### config.mk
export PLATFORM = sky130hd
export DESIGN_NAME = lzrw_block_serializer
export DESIGN_NICKNAME = d
export VERILOG_FILES = /design/src/rtl/lzrw_block_serializer.sv
export SDC_FILE = /design/constraint.sdc
export NUM_CORES = 1
export LEC_CHECK = 0
export CAP_MARGIN = 40
export CORE_MARGIN = 2
export CORE_UTILIZATION = 50
export CTS_BUF_LIST = sky130_fd_sc_hd__clkbuf_16
export DETAILED_ROUTE_END_ITERATION = 7
export PLACE_DENSITY = 0.71
export SLEW_MARGIN = 20
export SYNTH_ARGS = -nofsm -noshare
export SYNTH_HDL_FRONTEND = slang
export SYNTH_SLANG_ARGS = --single-unit
### constraint.sdc
create_clock -name clock -period 22.9 [get_ports clock]
set_input_delay 4.58 -clock clock [delete_from_list [all_inputs] [get_ports clock]]
set_output_delay 4.58 -clock clock [all_outputs]
set_load 0.005 [all_outputs]
### src/rtl/lzrw_block_serializer.sv
// Block-to-byte serializer feeding the LZRW byte-serial datapath.
// Whole blocks (with an effective byte count and end-of-stream flag) are
// buffered in a small ring and emitted one byte per ready/valid transfer,
// byte 0 first. The last byte of each block raises finished_cycle, and the
// last byte of the stream also raises out_last.
module lzrw_block_serializer #(
  parameter int BYTES_PER_BLOCK = 16,
  parameter int BYTE_W          = 8,
  parameter int DEPTH           = 2,
  parameter int CNT_W           = 16,
  localparam int CW             = $clog2(BYTES_PER_BLOCK + 1)
) (
  input  logic                              clock,
  input  logic                              reset,
  input  logic                              in_valid,
  output logic                              in_ready,
  input  logic [BYTES_PER_BLOCK*BYTE_W-1:0] in_block,
  input  logic [CW-1:0]                     in_count,
  input  logic                              in_last,
  output logic [BYTE_W-1:0]                 out_byte,
  output logic                              out_valid,
  input  logic                              out_ready,
  output logic                              finished_cycle,
  output logic                              out_last,
  output logic [CNT_W-1:0]                  blocks_done
);

  localparam int PW = (DEPTH > 1) ? $clog2(DEPTH) : 1;
  localparam int OW = $clog2(DEPTH + 1);
  localparam int IW = $clog2(BYTES_PER_BLOCK);
  localparam int BW = BYTES_PER_BLOCK * BYTE_W;

  // Ring storage; payload is not reset because occupancy qualifies it.
  logic [BW-1:0]    block_mem_r [DEPTH];
  logic [CW-1:0]    count_mem_r [DEPTH];
  logic [DEPTH-1:0] last_mem_r;

  logic [OW-1:0]    occ_r;
  logic [PW-1:0]    wr_ptr_r;
  logic [PW-1:0]    rd_ptr_r;
  logic [IW-1:0]    idx_r;
  logic [CNT_W-1:0] blocks_done_r;

  logic [CW-1:0]     eff_count_s;
  logic [CW-1:0]     head_count_s;
  logic [BYTE_W-1:0] head_bytes_s [BYTES_PER_BLOCK];
  logic              push_s;
  logic              xfer_s;
  logic              pop_s;

  // Ring pointer advance with wrap at DEPTH-1 (DEPTH need not be a power of 2).
  function automatic logic [PW-1:0] ptr_inc(input logic [PW-1:0] p);
    if (p == PW'(DEPTH - 1)) begin
      return PW'(0);
    end else begin
      return p + PW'(1);
    end
  endfunction

  // Effective count: zero means a full block, oversize values clamp to a full block.
  always_comb begin
    eff_count_s = in_count;
    if ((in_count == CW'(0)) || (in_count > CW'(BYTES_PER_BLOCK))) begin
      eff_count_s = CW'(BYTES_PER_BLOCK);
    end else begin
      eff_count_s = in_count;
    end
  end

  // Split the head block into addressable bytes.
  always_comb begin
    head_count_s = count_mem_r[rd_ptr_r];
    for (int k = 0; k < BYTES_PER_BLOCK; k++) begin
      head_bytes_s[k] = block_mem_r[rd_ptr_r][k*BYTE_W +: BYTE_W];
    end
  end

  // Handshake and output decode from registered state; everything quiet in reset.
  always_comb begin
    in_ready       = 1'b0;
    out_valid      = 1'b0;
    out_byte       = {BYTE_W{1'b0}};
    finished_cycle = 1'b0;
    out_last       = 1'b0;
    if (reset) begin
      in_ready  = 1'b0;
      out_valid = 1'b0;
    end else begin
      // No pop-to-push pass-through: readiness looks at stored occupancy only.
      in_ready  = (occ_r < OW'(DEPTH));
      out_valid = (occ_r != OW'(0));
      if (out_valid) begin
        out_byte       = head_bytes_s[idx_r];
        finished_cycle = (CW'(idx_r) == (head_count_s - CW'(1)));
        out_last       = finished_cycle && last_mem_r[rd_ptr_r];
      end else begin
        out_byte       = {BYTE_W{1'b0}};
        finished_cycle = 1'b0;
        out_last       = 1'b0;
      end
    end
  end

  assign push_s      = in_valid && in_ready;
  assign xfer_s      = out_valid && out_ready;
  assign pop_s       = xfer_s && finished_cycle;
  assign blocks_done = blocks_done_r;

  // Control state: occupancy, ring pointers, byte index and completed-block count.
  always_ff @(posedge clock) begin
    if (reset) begin
      occ_r         <= OW'(0);
      wr_ptr_r      <= PW'(0);
      rd_ptr_r      <= PW'(0);
      idx_r         <= IW'(0);
      blocks_done_r <= CNT_W'(0);
    end else begin
      if (push_s) begin
        wr_ptr_r <= ptr_inc(wr_ptr_r);
      end else begin
        wr_ptr_r <= wr_ptr_r;
      end

      if (pop_s) begin
        rd_ptr_r      <= ptr_inc(rd_ptr_r);
        idx_r         <= IW'(0);
        blocks_done_r <= blocks_done_r + CNT_W'(1);
      end else if (xfer_s) begin
        idx_r <= idx_r + IW'(1);
      end else begin
        idx_r <= idx_r;
      end

      case ({push_s, pop_s})
        2'b10:   occ_r <= occ_r + OW'(1);
        2'b01:   occ_r <= occ_r - OW'(1);
        default: occ_r <= occ_r;
      endcase
    end
  end

  // Capture an accepted block with its effective count and end-of-stream flag.
  always_ff @(posedge clock) begin
    if (push_s) begin
      block_mem_r[wr_ptr_r] <= in_block;
      count_mem_r[wr_ptr_r] <= eff_count_s;
      last_mem_r[wr_ptr_r]  <= in_last;
    end
  end

endmodule
==> impl_metrics.csv, run 1 <==
group,metric,value,unit
timing,worst_slew_margin_rel,46.68,%
synthesis,yosys.cell_types.count,43,
clocking,htree_num_levels,1,
timing,least_margin_pin_slew,796.3,ps
synthesis,yosys_warnings,0,
finish,multi_input_area,2855,sq um
finish,final_cell_mix,"268 x sky130_fd_sc_hd__edfxtp_1, 165 x sky130_fd_sc_hd__clkdlybuf4s50_1, 80 x sky130_fd_sc_hd__mux4_2",
power_and_ir_drop,power_density,79.64,nW/um^2
setup_path,ff2ff_setup_slack,19490,ps
timing,final_max_slew_viol_count,0,
setup_path,crit_path_top_delay_cell,"sky130_fd_sc_hd__clkdlybuf4s50_1",
timing,highest_clock_rate,0.08566,GHz
placement,gp_congestion,0.7661,
setup_path,required,18320,ps
setup_path,critical_path.top_delay_family,"buffers and inverters",
clocking,tritoncts_clock_tree,"done",
floorplan,initial_core_util,51.06,%
synthesis,netlist.top_cell.by_area,"sky130_fd_sc_hd__edfxtp_1",
route,firstDrtPassIters,5,
setup_path,worstReg2RegEnd,"occ_r[1]",
global_routing,antenna_found_initial,3,
finish,layout.core_utilization,64.47,%
outcome,status,"finished clean",
route,avgRoutedWirePerCell,21.77,microns
global_routing,grt_max_degree,54,
timing,layout_worst_path_cycle_share,50.98,%
power_and_ir_drop,vdd.ir_drop.worst,0.00005878,V
setup_path,worstPathArrival,7090,ps
synthesis,synth_sequential_area_ratio,73.94,%
power_and_ir_drop,cellLeakagePower,4.625,nW
floorplan,die_h,156.1,microns
floorplan,floorplan.core_area,22640,sq um
route,postRouteAntennaNets,0,
synthesis,mappedNetlistArea,11560,sq um
synthesis,syn_area_per_cell,20.39,sq um
clocking,clockRootBuffer,"sky130_fd_sc_hd__clkbuf_16",
timing,layout_min_cycle_time,11670,ps
setup_path,critPathMaxStageDelay,560,ps
clocking,cts_buffers,30,
global_routing,global_route_wire_length_before_repair,34770,microns
clocking,cts_num_sinks,293,
finish,post_route_cells_drive_above_1_share,19.46,%
clocking,latest_clock_arrival_within_the_worst_skew_pair,550,ps
setup_path,critPathLaunch,"reset",
floorplan,std_cell_rows,55,
clocking,ctsLongestPathBuffers,3,
setup_path,cp-end-kind,"output pin",
finish,area.sequential,8557,sq um
setup_path,timing.setup.critical_path_class,"in2out",
setup_path,crit_path_cell_trace,"clkdlybuf4s50_1, buf_8, inv_2, o21ai_4, inv_2, nand2_1, nor3_2, o211ai_1, nor2_1, clkdlybuf4s50_1",
route,drt_iter0_markers,372,
clocking,post-cts-setup-buffer-count,0,
global_routing,first_global_vias,6568,
clocking,cts.repair.resized,0,
clocking,path_clk_slew,60,ps
timing,final-setup-viol-count,0,
floorplan,die_x,156.1,microns
flow_run,timing.max_cap.violations,0,
timing,fin_worst_skew,16.44,ps
timing,finalSetupTns,0,ps
synthesis,synth-seq-cells,293,
placement,portBuffers,165,
clocking,cts_hold_buf,0,
finish,finalNetCount,891,
timing,grt_setup_unrepaired,"false",
setup_path,worst_setup_path_endpoint,"out_last",
synthesis,ys_top_cells_by_area,"sky130_fd_sc_hd__edfxtp_1 70%, sky130_fd_sc_hd__mux4_2 16%, sky130_fd_sc_hd__dfxtp_1 4.3%",
setup_path,count_of_cells_along_the_worst_register_to_register_path,11,
synthesis,yosysTopAreaCellShare,69.61,%
synthesis,synthesis.instances,567,
setup_path,number_of_cells_on_the_critical_path,10,
timing,timing.final.hold_violations,0,
route,wirelength,23030,microns
hold_path,min-delay-path-class,"reg2reg",
route,via_per_inst,5.698,
global_routing,track_usage,18.93,%
placement,place.detailed.hpwl,15150,microns
route,detailroute.via_count,6029,
finish,nFillCells,1523,
setup_path,cp_max_fo,20,
finish,most_common_cell_after_layout_fill_and_taps_aside,"sky130_fd_sc_hd__edfxtp_1",
floorplan,die-area,24350,sq um
route,drc_violation_count_after_routing,0,
synthesis,synth_fp_nets,710,
finish,areaGrowthSynthToFinish,26.24,%
setup_path,cp.buffers_inverters,5,
setup_path,startpoint_type_of_the_worst_setup_path,"input pin",
global_routing,global_route.overflow_total,0,
floorplan,io-pin-count,166,
==> cell families (layout without fill, tap and decap cells) <==
family          after synthesis  after routing  share of synthesized area, %
compound gates               42             42                         2.294
fa+ha+maj                     5              5                        0.5411
xor+xnor                      9              9                        0.6819
mux                          96             96                         17.12
simple gates                 86             86                         3.950
buf+inv                      36            240                         1.472
flops                       293            293                         73.94
other cells                   0              2                             0
==> worst min-delay path: stages, from the launching register on <==
cell,delay (ps)
sky130_fd_sc_hd__dfxtp_1,320
sky130_fd_sc_hd__o21ai_0,70
sky130_fd_sc_hd__a21oi_1,60
==> cell type report <==
type | count | area share, %
sequential | 293 | 58.63
multi-input combinational | 238 | 19.56
timing repair buffer | 176 | 12.28
clock buffer | 30 | 5.144
tap | 285 | 2.443
clock inverter | 25 | 1.680
inverter | 9 | 0.2315
antenna | 2 | 0.03429
==> report_power, final <==
part / internal (mW) / leakage, nW / switching, mW
Clock: 0.293 / 0.510 / 0.193
Combinational: 0.0383 / 1.45 / 0.0275
Sequential: 0.605 / 2.66 / 0.00593
Total: 0.936 / 4.63 / 0.226
==> sequential cells by signal, summed over array words and instances, names as in the netlist, named ones only <==
register,count
occ_r,2
last_mem_r,2
wr_ptr_r,1
count_mem_r,10
idx_r,4
blocks_done,16
block_mem_r,256
rd_ptr_r,1
==> cells in the mapped netlist, drive strengths merged <==
cell	number
nor2b	6
o2111ai	1
o31a	1
edfxtp	268
nor4	2
nand3	7
nor3b	3
o21a	1
nand4	4
inv	9
and3	2
o21ai	13
nand2	16
o211ai	2
or3	14
xnor2	2
mux2	1
a31oi	2
mux2i	15
mux4	80
o211a	1
dfxtp	25
xor2	7
a211oi	1
or4	3
nor3	6
o31ai	3
nor2	22
clkbuf	12
a21oi	17
ha	5
buf	15
and3b	1
==> how the worst min path moves through the flow <==
stage,from,end,slack [ps],cells after the start
after floorplan,blocks_done[15],blocks_done[15],470,2
after global placement,blocks_done[15],blocks_done[15],480,2
after detailed placement,blocks_done[15],blocks_done[15],490,2
after CTS,blocks_done[15],blocks_done[15],500,2
after global routing,blocks_done[4],blocks_done[4],560,2
final,blocks_done[15],blocks_done[15],490,2
==> per-layer routing <==
metal	part of all wire (%)	wire, microns	global-route usage, %	vias up
met5	0	0	0	-
met4	2.9	663	6.728	0
met3	6.5	1498	4.167	47
met2	51	11710	32.91	207
met1	40	9156	23.60	3055
li1	-	-	-	2720
==> stage by stage <==
| step | hold WS (ps) | area, sq um | total power, mW | std cells | worst slack (ps) |
|---|---|---|---|---|---|
| after floorplan | 473.3 | 11560 | 0.6507 | 567 | 11680 |
| after global placement | 475.3 | 13500 | 0.6837 | 996 | 11010 |
| after detailed placement | 486.9 | 13560 | 0.6881 | 999 | 10950 |
| after CTS | 496.0 | 14560 | 1.171 | 1054 | 10950 |
| after global routing | 563.9 | 14600 | 1.198 | 1058 | 11070 |
| final | 491.6 | 14600 | 1.162 | 1058 | 11230 |
Power figures use the tool's default switching activity.
==> run 2, diff against run 1 <==
Clock period 22.9 ns to 11.1 ns, I/O delays scaled along.
==> impl_metrics.csv, run 2 (synthesis results as in run 1) <==
group,metric,value,unit
outcome,status,"finished clean",
timing,layout_min_cycle_time,6965,ps
global_routing,track_usage,19.38,%
setup_path,required,8880,ps
power_and_ir_drop,comb_power_share,5.7,%
setup_path,cp-end-kind,"output pin",
setup_path,timing.setup.critical_path_class,"in2out",
power_and_ir_drop,seq_power_share,52.5,%
finish,registers.top_by_ff_count,"block_mem_r",
finish,most_common_cell_after_layout_fill_and_taps_aside,"sky130_fd_sc_hd__edfxtp_1",
power_and_ir_drop,power_switching,474.4,uW
route,wirelength,23290,microns
setup_path,cp_max_fo,18,
finish,postLayoutCellArea,14670,sq um
power_and_ir_drop,cellLeakagePower,4.658,nW
global_routing,first_global_vias,6579,
finish,nFillCells,1566,
power_and_ir_drop,vdd.ir_drop.worst,0.0001372,V
finish,areaGrowthSynthToFinish,26.92,%
finish,post_route_cells_drive_above_1_share,20.13,%
timing,worst_slew_margin_rel,50.35,%
finish,finalNetCount,895,
clocking,tritoncts_clock_tree,"done",
route,drc_violation_count_after_routing,0,
hold_path,min-delay-path-class,"reg2reg",
clocking,ctsLongestPathBuffers,3,
finish,largest_register_ffs,256,
timing,timing.final.hold_violations,0,
timing,final_max_slew_viol_count,0,
route,firstDrtPassIters,5,
setup_path,worstPathArrival,4750,ps
global_routing,global_route_wire_length_before_repair,35860,microns
floorplan,die_h,156.1,microns
clocking,cts_hold_buf,0,
route,postRouteAntennaNets,0,
clocking,path_clk_slew,60,ps
flow_run,timing.max_cap.violations,0,
timing,least_margin_pin_slew,744.7,ps
placement,gp_congestion,0.7982,
floorplan,initial_core_util,51.06,%
power_and_ir_drop,switching_share,19.77,%
finish,layout.core_utilization,64.81,%
clocking,cts_num_sinks,293,
timing,final-setup-viol-count,0,
timing,finalSetupTns,0,ps
clocking,post-cts-setup-buffer-count,0,
floorplan,floorplan.core_area,22640,sq um
floorplan,die-area,24350,sq um
global_routing,grt_max_degree,60,
clocking,latest_clock_arrival_within_the_worst_skew_pair,550,ps
finish,multi_input_area,2855,sq um
floorplan,std_cell_rows,55,
global_routing,antenna_found_initial,2,
finish,final_cell_mix,"268 x sky130_fd_sc_hd__edfxtp_1, 165 x sky130_fd_sc_hd__clkdlybuf4s50_1, 80 x sky130_fd_sc_hd__mux4_2",
timing,grt_setup_unrepaired,"false",
clocking,cts_buffers,31,
route,via_per_inst,5.693,
global_routing,global_route.overflow_total,0,
placement,portBuffers,165,
power_and_ir_drop,fin_total_pwr,2.400,mW
finish,final_cells,1062,
route,avgRoutedWirePerCell,21.93,microns
route,drt_iter0_markers,335,
setup_path,startpoint_type_of_the_worst_setup_path,"input pin",
placement,cell_count_post_placement,1001,
clocking,cts.repair.resized,0,
clocking,htree_num_levels,1,
route,detailroute.via_count,6046,
floorplan,die_x,156.1,microns
power_and_ir_drop,internal_power,1.925,mW
finish,area.sequential,8557,sq um
placement,place.detailed.hpwl,15260,microns
timing,layout_worst_path_cycle_share,62.75,%
timing,fin_worst_skew,13.84,ps
placement,dpl-instance-area,13610,sq um
power_and_ir_drop,power_density,163.5,nW/um^2
clocking,clockRootBuffer,"sky130_fd_sc_hd__clkbuf_16",
power_and_ir_drop,clock_power_share,41.8,%
timing,highest_clock_rate,0.1436,GHz
floorplan,io-pin-count,166,
[run 2: changes by cell type in the layout (fill, tap and decap cells not counted), sizes merged]
cell,previous run,this run
clkbuf,30,32
buf,11,13
clkinvlp,1,2
bufinv,5,4
[run 2: path summary, 6_finish.rpt]
kind	from	slack (ps)	cells past startpoint	to
worst max-delay path	reset	4130	11	out_last
worst max register to register	register	7600	12	occ_r[1]
worst min register to register	blocks_done[15]	490	2	blocks_done[15]
worst min-delay path	blocks_done[15]	490	2	blocks_done[15]
[run 2: per-stage QoR]
stage,hold slack (ps),setup WS (ps)
floorplan,473.3,2236
global placement,475.6,3956
detailed placement,486.6,4061
CTS,497.2,4049
global route,552.4,3988
finish,494.7,4135
[run 2: final cells by class]
type | count | area share [%]
timing repair buffer | 179 | 12.74
sequential | 293 | 58.32
multi-input combinational | 238 | 19.46
clock inverter | 25 | 1.501
antenna | 2 | 0.03411
tap | 285 | 2.430
clock buffer | 31 | 5.287
inverter | 9 | 0.2302
[run 2: critical path, stage by stage]
cell and delay [ps]:
sky130_fd_sc_hd__clkdlybuf4s50_1 610, sky130_fd_sc_hd__buf_8 260, sky130_fd_sc_hd__inv_2 80, sky130_fd_sc_hd__o21ai_4 120, sky130_fd_sc_hd__inv_2 110, sky130_fd_sc_hd__nand2_1 80
sky130_fd_sc_hd__nor3_2 220, sky130_fd_sc_hd__o211ai_1 170, sky130_fd_sc_hd__clkbuf_4 230, sky130_fd_sc_hd__nor2_1 120, sky130_fd_sc_hd__clkdlybuf4s50_1 500
[run 2: metal layers]
metal  vias up  global-route usage, %  part of all wire [%]
li1       2723                      -                     -
met1      3071                  25.24                    39
met2       211                  32.83                    51
met3        41                  3.917                   7.3
met4         0                  6.859                   2.5
met5         -                      0                     0
[run 2: power groups by stage]
| stage | sequential, mW | combinational, mW | clock (mW) |
|---|---|---|---|
| 2_1_floorplan | 1.29 | 0.0574 | 0 |
| 3_3_place_gp | 1.28 | 0.127 | 0 |
| 3_5_place_dp | 1.28 | 0.138 | 0 |
| 4_1_cts | 1.26 | 0.139 | 1.02 |
| 5_1_grt | 1.26 | 0.148 | 1.07 |
| 6_report | 1.26 | 0.138 | 1.00 |
==> run 3, diff against run 2 <==
Clock period 11.1 ns to 6.77 ns, I/O delays scaled along.
==> impl_metrics.csv, run 3 (synthesis results as in run 1) <==
group,metric,value,unit
clocking,cts_num_sinks,293,
route,wirelength,22960,microns
clocking,cts_hold_buf,0,
power_and_ir_drop,internal_power,3.120,mW
floorplan,io-pin-count,166,
finish,postLayoutCellArea,14660,sq um
setup_path,startpoint_type_of_the_worst_setup_path,"input pin",
power_and_ir_drop,cellLeakagePower,4.675,nW
setup_path,required,5420,ps
timing,worst_slew_margin_rel,52.53,%
floorplan,die-area,24350,sq um
setup_path,cp-end-kind,"output pin",
finish,most_common_cell_after_layout_fill_and_taps_aside,"sky130_fd_sc_hd__edfxtp_1",
floorplan,die_h,156.1,microns
floorplan,die_x,156.1,microns
timing,least_margin_pin_slew,711.1,ps
placement,portBuffers,165,
setup_path,crit_path_top_delay_cell,"sky130_fd_sc_hd__clkdlybuf4s50_1",
setup_path,timing.setup.critical_path_class,"in2out",
finish,registers.top_by_ff_count,"block_mem_r",
route,avgRoutedWirePerCell,21.58,microns
timing,grt_setup_unrepaired,"false",
clocking,tritoncts_clock_tree,"done",
placement,gp_congestion,0.7880,
power_and_ir_drop,comb_power_share,5.8,%
finish,areaGrowthSynthToFinish,26.84,%
placement,place.detailed.hpwl,15400,microns
setup_path,critPathMaxStageDelay,510,ps
timing,highest_clock_rate,0.2010,GHz
power_and_ir_drop,clock_power_share,41.1,%
global_routing,global_route.overflow_total,0,
power_and_ir_drop,power_density,265.5,nW/um^2
route,firstDrtPassIters,4,
route,drc_violation_count_after_routing,0,
setup_path,worstPathArrival,3620,ps
power_and_ir_drop,switching_share,19.85,%
clocking,cts.repair.resized,0,
placement,dpl-instance-area,13680,sq um
global_routing,grt_max_degree,64,
global_routing,global_route_wire_length_before_repair,34980,microns
flow_run,timing.max_cap.violations,0,
global_routing,antenna_found_initial,3,
timing,fin_worst_skew,13.73,ps
clocking,post-cts-setup-buffer-count,0,
timing,finalSetupTns,0,ps
clocking,ctsLongestPathBuffers,3,
global_routing,track_usage,19.03,%
clocking,clockRootBuffer,"sky130_fd_sc_hd__clkbuf_16",
power_and_ir_drop,power_switching,772.9,uW
outcome,status,"finished clean",
setup_path,crit_path_cell_trace,"clkdlybuf4s50_1, buf_4, inv_2, o21ai_4, inv_2, nand2_1, nor3_2, o211ai_1, clkbuf_4, nor2_1, clkdlybuf4s50_1",
floorplan,initial_core_util,51.06,%
timing,final_max_slew_viol_count,0,
floorplan,floorplan.core_area,22640,sq um
power_and_ir_drop,vdd.ir_drop.worst,0.0002086,V
finish,nFillCells,1543,
timing,timing.final.hold_violations,0,
finish,post_route_cells_drive_above_1_share,20.33,%
route,postRouteAntennaNets,0,
clocking,cts_buffers,31,
timing,final-setup-viol-count,0,
timing,layout_worst_path_cycle_share,73.49,%
route,detailroute.via_count,6006,
route,drt_iter0_markers,428,
clocking,path_clk_slew,60,ps
finish,final_cell_mix,"268 x sky130_fd_sc_hd__edfxtp_1, 165 x sky130_fd_sc_hd__clkdlybuf4s50_1, 80 x sky130_fd_sc_hd__mux4_2",
finish,largest_register_ffs,256,
hold_path,min-delay-path-class,"reg2reg",
finish,finalNetCount,897,
global_routing,first_global_vias,6460,
clocking,htree_num_levels,1,
clocking,latest_clock_arrival_within_the_worst_skew_pair,550,ps
setup_path,cp_max_fo,27,
timing,layout_min_cycle_time,4975,ps
power_and_ir_drop,seq_power_share,53.0,%
route,via_per_inst,5.645,
floorplan,std_cell_rows,55,
## run 3: changes by cell type in the layout (fill, tap and decap cells not counted), sizes merged
cell      change
inv           +5
clkinv        -3
buf           +2
bufinv        -1
clkinvlp      -1
## run 3: power by group through the flow
stage	clock, mW	combinational [mW]	sequential, mW
2_1_floorplan	0	0.0943	2.10
3_3_place_gp	0	0.211	2.10
3_5_place_dp	0	0.229	2.10
4_1_cts	1.64	0.230	2.07
5_1_grt	1.71	0.243	2.07
6_report	1.60	0.227	2.06
## run 3: worst paths after layout
| check | startpoint | to | slack, ps | depth (start not counted) |
|---|---|---|---|---|
| setup / recovery | reset | out_last | 1790 | 11 |
| setup reg to reg | register | occ_r[1] | 3700 | 11 |
| hold / removal | blocks_done[4] | blocks_done[4] | 520 | 2 |
| hold reg to reg | blocks_done[4] | blocks_done[4] | 520 | 2 |
## run 3: routing by layer
metal	track usage [%]	routed length, microns
met1	24.37	9132
met2	32.24	11490
met3	4.972	1708
met4	5.898	607
met5	0	13
## run 3: worst max-delay path, delay by kind of cell
kind	cells	cell delay, ps
buf+inv	6	1580
simple gates	3	440
compound gates	2	250
## run 3: metrics by stage
stage          util, %  instances  total power, mW  hold WS, ps  worst slack (ps)
2_1_floorplan        -        567            2.197        473.3              1034
3_5_place_dp     60.41       1005            2.332        514.2              1690
6_report         64.77       1064            3.893        516.9              1795
3_3_place_gp     59.87       1000            2.315        474.9              1803
4_1_cts          64.71       1061            3.934        521.7              1674
5_1_grt          64.76       1063            4.020        545.3              1678
## run 3: area by class of cell
type / instances / area, sq um / area share [%]
antenna: 2 / 5.005 / 0.03413
inverter: 9 / 33.78 / 0.2304
tap: 285 / 356.6 / 2.432
sequential: 293 / 8557 / 58.35
clock inverter: 25 / 198.9 / 1.357
timing repair buffer: 181 / 1882 / 12.83
clock buffer: 31 / 775.7 / 5.290
multi-input combinational: 238 / 2855 / 19.47
